<file path="src/rtl/seq_det_ctrl.sv">
// seq_det_ctrl: window-scheduled, software-configured serial pattern detector.
// Holds the pattern configuration, runs detection over a bounded (or unbounded) window of
// valid samples, counts matches and pulses done when the window completes.
// Optional feature macro SEQ_DET_MASK_EN adds a per-bit compare mask (i_cfg_mask).
module seq_det_ctrl #(
    parameter int unsigned          PAT_W   = 8,
    parameter int unsigned          CNT_W   = 16,
    parameter logic [PAT_W-1:0]     DEF_PAT = PAT_W'(8'b0000_1011),
    parameter int unsigned          DEF_LEN = 4,
    localparam int unsigned         LEN_W   = $clog2(PAT_W + 1)
) (
    input  logic             i_clk,
    input  logic             i_rst_n,
    input  logic             i_cfg_we,
    input  logic [PAT_W-1:0] i_cfg_pattern,
    input  logic [LEN_W-1:0] i_cfg_len,
    input  logic             i_cfg_overlap,
    input  logic [CNT_W-1:0] i_cfg_window,
`ifdef SEQ_DET_MASK_EN
    input  logic [PAT_W-1:0] i_cfg_mask,
`endif
    input  logic             i_start,
    input  logic             i_abort,
    input  logic             i_din_valid,
    input  logic             i_din,
    output logic             o_det,
    output logic             o_busy,
    output logic             o_done,
    output logic [CNT_W-1:0] o_match_count,
    output logic             o_count_sat
);

    typedef enum logic [1:0] {StIdle, StRun, StDone} state_e;

    // Configuration registers
    logic [PAT_W-1:0] r_pattern;
    logic [LEN_W-1:0] r_len;
    logic             r_overlap;
    logic [CNT_W-1:0] r_window;
`ifdef SEQ_DET_MASK_EN
    logic [PAT_W-1:0] r_mask;
`endif

    // Run state
    state_e           r_state;
    logic [PAT_W-1:0] r_hist;
    logic [LEN_W-1:0] r_fill;
    logic [CNT_W-1:0] r_smp;
    logic [CNT_W-1:0] r_match_count;
    logic             r_count_sat;
    logic             r_det;
    logic             r_busy;
    logic             r_done;

    logic [PAT_W-1:0] w_hist_next;
    logic [LEN_W-1:0] w_fill_inc;
    logic [PAT_W-1:0] w_len_mask;
    logic [PAT_W-1:0] w_cmp_mask;
    logic             w_hit;
    logic [CNT_W-1:0] w_smp_next;
    logic             w_win_end;
    logic [LEN_W-1:0] w_len_clamped;

    // Out-of-range lengths fall back to the full history width
    always_comb begin
        if (i_cfg_len == '0 || i_cfg_len > LEN_W'(PAT_W)) begin
            w_len_clamped = LEN_W'(PAT_W);
        end else begin
            w_len_clamped = i_cfg_len;
        end
    end

    // Candidate next history/fill and the match decision on that next history
    always_comb begin
        w_hist_next = {r_hist[PAT_W-2:0], i_din};
        w_fill_inc  = (r_fill == LEN_W'(PAT_W)) ? r_fill : r_fill + LEN_W'(1);
        w_len_mask  = '0;
        for (int i = 0; i < int'(PAT_W); i++) begin
            w_len_mask[i] = (i < int'(r_len));
        end
`ifdef SEQ_DET_MASK_EN
        w_cmp_mask  = w_len_mask & r_mask;
`else
        w_cmp_mask  = w_len_mask;
`endif
        w_hit       = (((w_hist_next ^ r_pattern) & w_cmp_mask) == '0) && (w_fill_inc >= r_len);
        w_smp_next  = r_smp + CNT_W'(1);
        w_win_end   = (r_window != '0) && (w_smp_next == r_window);
    end

    // Configuration latch; writes are dropped while a run is active
    always_ff @(posedge i_clk or negedge i_rst_n) begin
        if (!i_rst_n) begin
            r_pattern <= DEF_PAT;
            r_len     <= LEN_W'(DEF_LEN);
            r_overlap <= 1'b1;
            r_window  <= '0;
`ifdef SEQ_DET_MASK_EN
            r_mask    <= '1;
`endif
        end else if (i_cfg_we && !r_busy) begin
            r_pattern <= i_cfg_pattern;
            r_len     <= w_len_clamped;
            r_overlap <= i_cfg_overlap;
            r_window  <= i_cfg_window;
`ifdef SEQ_DET_MASK_EN
            r_mask    <= i_cfg_mask;
`endif
        end
    end

    // Run controller FSM with registered det/busy/done and the sampling datapath
    always_ff @(posedge i_clk or negedge i_rst_n) begin
        if (!i_rst_n) begin
            r_state       <= StIdle;
            r_hist        <= '0;
            r_fill        <= '0;
            r_smp         <= '0;
            r_match_count <= '0;
            r_count_sat   <= 1'b0;
            r_det         <= 1'b0;
            r_busy        <= 1'b0;
            r_done        <= 1'b0;
        end else begin
            r_det  <= 1'b0;
            r_done <= 1'b0;
            case (r_state)
                StIdle: begin
                    if (i_start) begin
                        r_state       <= StRun;
                        r_busy        <= 1'b1;
                        r_hist        <= '0;
                        r_fill        <= '0;
                        r_smp         <= '0;
                        r_match_count <= '0;
                        r_count_sat   <= 1'b0;
                    end
                end
                StRun: begin
                    // Abort wins over everything, including a sample in the same cycle
                    if (i_abort) begin
                        r_state <= StIdle;
                        r_busy  <= 1'b0;
                    end else if (i_din_valid) begin
                        r_hist <= w_hist_next;
                        r_smp  <= w_smp_next;
                        // Non-overlap: a match consumes its bits, so restart the fill
                        r_fill <= (w_hit && !r_overlap) ? '0 : w_fill_inc;
                        if (w_hit) begin
                            r_det <= 1'b1;
                            if (&r_match_count) begin
                                r_count_sat <= 1'b1;
                            end else begin
                                r_match_count <= r_match_count + CNT_W'(1);
                            end
                        end
                        if (w_win_end) begin
                            r_state <= StDone;
                            r_busy  <= 1'b0;
                            r_done  <= 1'b1;
                        end
                    end
                end
                StDone: begin
                    r_state <= StIdle;
                end
                default: begin
                    r_state <= StIdle;
                    r_busy  <= 1'b0;
                end
            endcase
        end
    end

    assign o_det         = r_det;
    assign o_busy        = r_busy;
    assign o_done        = r_done;
    assign o_match_count = r_match_count;
    assign o_count_sat   = r_count_sat;

endmodule

</file>
<file path="config.mk">
export PLATFORM = sky130hd
export DESIGN_NAME = seq_det_ctrl
export DESIGN_NICKNAME = d
export VERILOG_FILES = /design/src/rtl/seq_det_ctrl.sv
export SDC_FILE = /design/constraint.sdc
export NUM_CORES = 1
export LEC_CHECK = 0
export ABC_AREA = 0
export CAP_MARGIN = 25
export CORE_ASPECT_RATIO = 2
export CORE_MARGIN = 5
export CORE_UTILIZATION = 45
export DETAILED_ROUTE_END_ITERATION = 7
export HOLD_SLACK_MARGIN = 0.1
export PLACE_DENSITY = 0.65
export SYNTH_ARGS = -nofsm -noshare
export SYNTH_HDL_FRONTEND = slang
export SYNTH_SLANG_ARGS = --single-unit
export TNS_END_PERCENT = 100
</file>
<file path="constraint.sdc">
create_clock -name i_clk -period 6.6 [get_ports i_clk]
set_clock_uncertainty 0.1 [all_clocks]
set_input_delay 1.98 -clock i_clk [delete_from_list [all_inputs] [get_ports i_clk]]
set_output_delay 1.98 -clock i_clk [all_outputs]
set_load 0.02 [all_outputs]
</file>
; Yosys cells after proc, flatten, opt, wreduce, memory -nomap -nowiden
; Index checks and enable logic that the tools add are counted.
; W data, S select, Z words.
[classes]
order_cmp = 10
shifts = 0
n_bitwise = 3
multipliers = 0
add_sub_neg = 3
mux = 44
n_eq_ne = 12
reduce_logical = 18
div = 0
[ops]
columns = cell, count
row1 = $mux W16, 7
row2 = $pmux W16 S2, 2
row3 = $add A16 B1 Y16 const B, 2
row4 = $mux W4, 6
row5 = $mux W7, 3
row6 = $mux W1, 17
row7 = $eq A16 B16 Y1, 1
row8 = $lt A3 B4 Y1 const A, 4
row9 = $reduce_and A16 Y1, 1
row10 = $reduce_bool A16 Y1, 1
row11 = $pmux W7 S2, 1
row12 = $ne A2 B2 Y1 const B, 6
row13 = $reduce_and A6 Y1, 2
row14 = $and A8 B8 Y8, 1
row15 = $logic_not A8 Y1, 1
row16 = $lt A1 B4 Y1 const A, 2
row17 = $lt A2 B4 Y1 const A, 2
row18 = $mux W2, 4
row19 = $pmux W4 S2, 1
row20 = $reduce_and A4 Y1, 2
row21 = $xor A8 B8 Y8, 1
row22 = $ne A3 B3 Y1 const B, 2
row23 = $add A4 B1 Y4 const B, 1
row24 = $eq A4 B4 Y1 const B, 1
row25 = other kinds (15), 19
[word_totals]
output_inout_bits = 20
ram_bits = 0
register_bits = 78
mem_count = 0
latchBits = 0
word_cells = 103
rom_bits = 0

; Depth between registers and ports, before layout
[logic_depth]
ltp_word = 9
depth_mapped = 14
mapped_depth_nobuf = 13

; Worst setup path after synthesis
; No wires, ideal clock.
[synth_timing]
path_type = input -> register
from = input port i_abort
to = register r_match_count[11] (netlist: o_match_count[11])
arrival_ns = 3.641
cell_stages = 6
setup_slack_ns = 2.781
setup_ns = 0.078
path_cell_list = nand3b_1 > or3_1 > or4_1 > clkbuf_2 > or3_1 > a21oi_1
[synth_between]
elab_chain_cells = 2
[synth_rtl]
columns = element, line_no
row1 = "start, declared", 23  ; input logic i_abort,
row2 = $ne A2 B2 Y1 (no source line), -
row3 = $reduce_and A6 Y1 (no source line), -
row4 = "end signal, assigned", 154  ; r_match_count <= r_match_count + CNT_W'(1);
row5 = "end, declared", 49  ; logic [CNT_W-1:0] r_match_count;
; No other way between the ends.
; A chain may end at the register's enable or synchronous reset.

; Worst setup path after layout
; Ends and elaborated chain as after synthesis.

==> impl_metrics.json <==
{
  "cts_buffers": 9,
  "rows": 50,
  "setup_viol": 0,
  "die_w_um": 79.2,
  "tritoncts": "done",
  "mappedNetlistArea_mm2": 0.00430,
  "grt_setup_unrepaired": "no",
  "route.detailed.drc": 0,
  "ant_nets": 0,
  "drive_gt1_share_pct": 12.6,
  "cts_buffer_depth": 2,
  "filler_cell_count": 880,
  "num_vias": 3623,
  "antenna_found_initial": 0,
  "cp.required_ns": 6.76,
  "power_density_mw_per_mm2": 286,
  "tightestPinTransition_ns": 0.852,
  "seq_area_mm2": 0.00196,
  "finalSetupTns_ns": 0,
  "diodes": 0,
  "numClockSinks": 78,
  "pin_count": 56,
  "postSynthAreaPerCell_um2": 9.54,
  "max_freq_mhz": 240,
  "hpwlAfterDp_um": 7700,
  "p_total_mw": 1.52,
  "multi_input_area_mm2": 0.00224,
  "nets": 547,
  "yosysTopAreaCell": "dfrtp_1",
  "hold_viol_final": 0,
  "routabilityCongestion": 0.848,
  "placed_area_mm2": 0.00496,
  "drv_cap": 0,
  "synth_edf_count": 0,
  "gr-total-overflow": 0,
  "yosysSeqAreaShare_pct": 45.5,
  "h-tree-depth": 3,
  "grt_max_degree": 79,
  "clock_latency_ns": 0.34,
  "coreArea_mm2": 0.00938,
  "yosysUniqueCellTypes": 55,
  "start_util_pct": 45.9,
  "cts_resized": 0,
  "reg2reg_depth": 13,
  "slew_violations": 0,
  "postLayoutCellArea_mm2": 0.00531,
  "area_delta_synth_final_pct": 23.4,
  "leakage_nw": 2.16,
  "hold_path.class": "flop to flop",
  "finalCritPeriodShare_pct": 63.1,
  "mappedNetlistNets": 495,
  "hold_depth": 1,
  "synthesis.yosys.warnings": 0,
  "ctsHoldBuffers": 0,
  "arrival_ns": 4.33,
  "viasPerCell": 5.92,
  "critical_path.startpoint_type": "input pin",
  "wl_per_cell_um": 16.9,
  "routed_wl_um": 10400,
  "syn_inst": 451,
  "grtUsageTotal_pct": 19.0,
  "root_buffer": "clkbuf_16",
  "relSlewSlack_pct": 42.7,
  "dieArea_mm2": 0.0117,
  "clk_pin_slew_ns": 0.06,
  "crit_fanout": 19,
  "firstDrtPassIters": 4,
  "ys.flop_type": "dfrtp_1",
  "grt_pass1_wl_um": 17500,
  "cts_setup_buffers": 0,
  "r2r_setup_slack_ns": 3.27,
  "irDropWorstVdd_mv": 0.147,
  "grt_pass1_vias": 3732,
  "first_iter_violations": 157,
  "io_buffers": 55,
  "synth_area_leaders": "dfrtp_1, mux2_2, o21ai_0",
  "final_cell_mix": "dfrtp_1, clkdlybuf4s50_1, nand2_1, o21ai_0, nor2_1",
  "critPathCaptureType": "flop",
  "async_flop_share_pct": 100,
  "final_common_cell": "dfrtp_1",
  "outcome": "complete, no violations",
  "synth_top_cell_area_share_pct": 42.4,
  "criticalPathCategory": "input pin to flop",
  "yosys_register_bits": 78,
  "die_height_um": 148,
  "min_period_ns": 4.17
}
logic make-up after synthesis:
logic type | synth area share, %
buffers and inverters | 2.97
DFF | 45.5
and+or+nand+nor | 21.4
xor gates and xnor gates | 6.92
adders and majority gates | 2.33
AOI/OAI and AO/OA | 13.2
muxes | 7.73
critical path: stages:
cell	delay, ns
clkdlybuf4s50_1	0.49
nand3b_1	0.20
buf_4	0.21
or3_1	0.37
or4_1	0.55
or3_1	0.39
a21oi_1	0.15
power by group:
group          switching, mW  total [mW]  internal, mW
Sequential            0.0802       0.636         0.556
Clock                  0.195       0.535         0.340
Combinational          0.171       0.346         0.175
Total                  0.447        1.52          1.07
cell usage after synthesis, drive strengths merged, types with 2 or more instances:
| cell type | instances |
|---|---|
| inv | 13 |
| or2 | 4 |
| a31oi | 7 |
| nor4 | 7 |
| a21oi | 10 |
| dfrtp | 73 |
| nor3b | 3 |
| o21a | 2 |
| nor4b | 3 |
| nand3 | 16 |
| o22ai | 2 |
| nand4 | 12 |
| and4 | 6 |
| xor2 | 11 |
| dfstp | 5 |
| a21o | 4 |
| nand3b | 5 |
| xnor2 | 23 |
| mux2i | 4 |
| and3 | 6 |
| nor3 | 5 |
| or4 | 4 |
| a2bb2oi | 2 |
| buf | 2 |
| nand2b | 3 |
| or3 | 6 |
| mux2 | 26 |
| clkbuf | 18 |
| o21ai | 44 |
| o31ai | 8 |
| ha | 8 |
| nor2b | 5 |
| nand2 | 53 |
| nor2 | 33 |
| o211ai | 2 |
through the flow:
stage | utilization, % | hold slack [ns] | instances | setup WS (ns)
global placement | 52.8 | 0.394 | 595 | 2.13
finish | 56.6 | 0.399 | 612 | 2.43
CTS | 56.3 | 0.409 | 611 | 2.45
global route | 56.6 | 0.415 | 612 | 2.27
floorplan | - | 0.377 | 451 | 2.78
detailed placement | 52.8 | 0.394 | 595 | 2.11
worst paths after layout:
kind	to	from
setup reg to reg	o_match_count[1]	r_fill[0]
max in group asynchronous	r_pattern[1]	i_rst_n
hold reg to reg	o_count_sat	o_count_sat
setup / recovery	o_match_count[11]	i_abort
hold / removal	o_count_sat	o_count_sat
min in group asynchronous	r_hist[6]	i_rst_n
final cells by class:
class                      instances  area share, %
clock buffer                      10           4.50
clock inverter                     6           1.60
inverter                          13          0.919
multi-input combinational        340           42.1
sequential                        78           36.9
tap                              104           2.45
timing repair buffer              61           11.5
per-layer routing:
metal  global-route usage, %  vias up  share of wire (%)
li1                        -     1729                  -
met5                       0        -                  0
met4                    10.8        0                3.5
met1                    19.6     1778                 37
met3                    2.73       29                3.0
met2                    35.3       87                 57
registers in the layout, indices dropped and copies added, names as in the netlist:
signal and count:
o_done 1, o_busy 1, r_smp 16, r_pattern 8, r_state 2, o_det 1
o_count_sat 1, r_window 16, r_len 4, o_match_count 16, r_hist 7, r_overlap 1
r_fill 4
No activity file was read; power rests on OpenSTA's default activity.
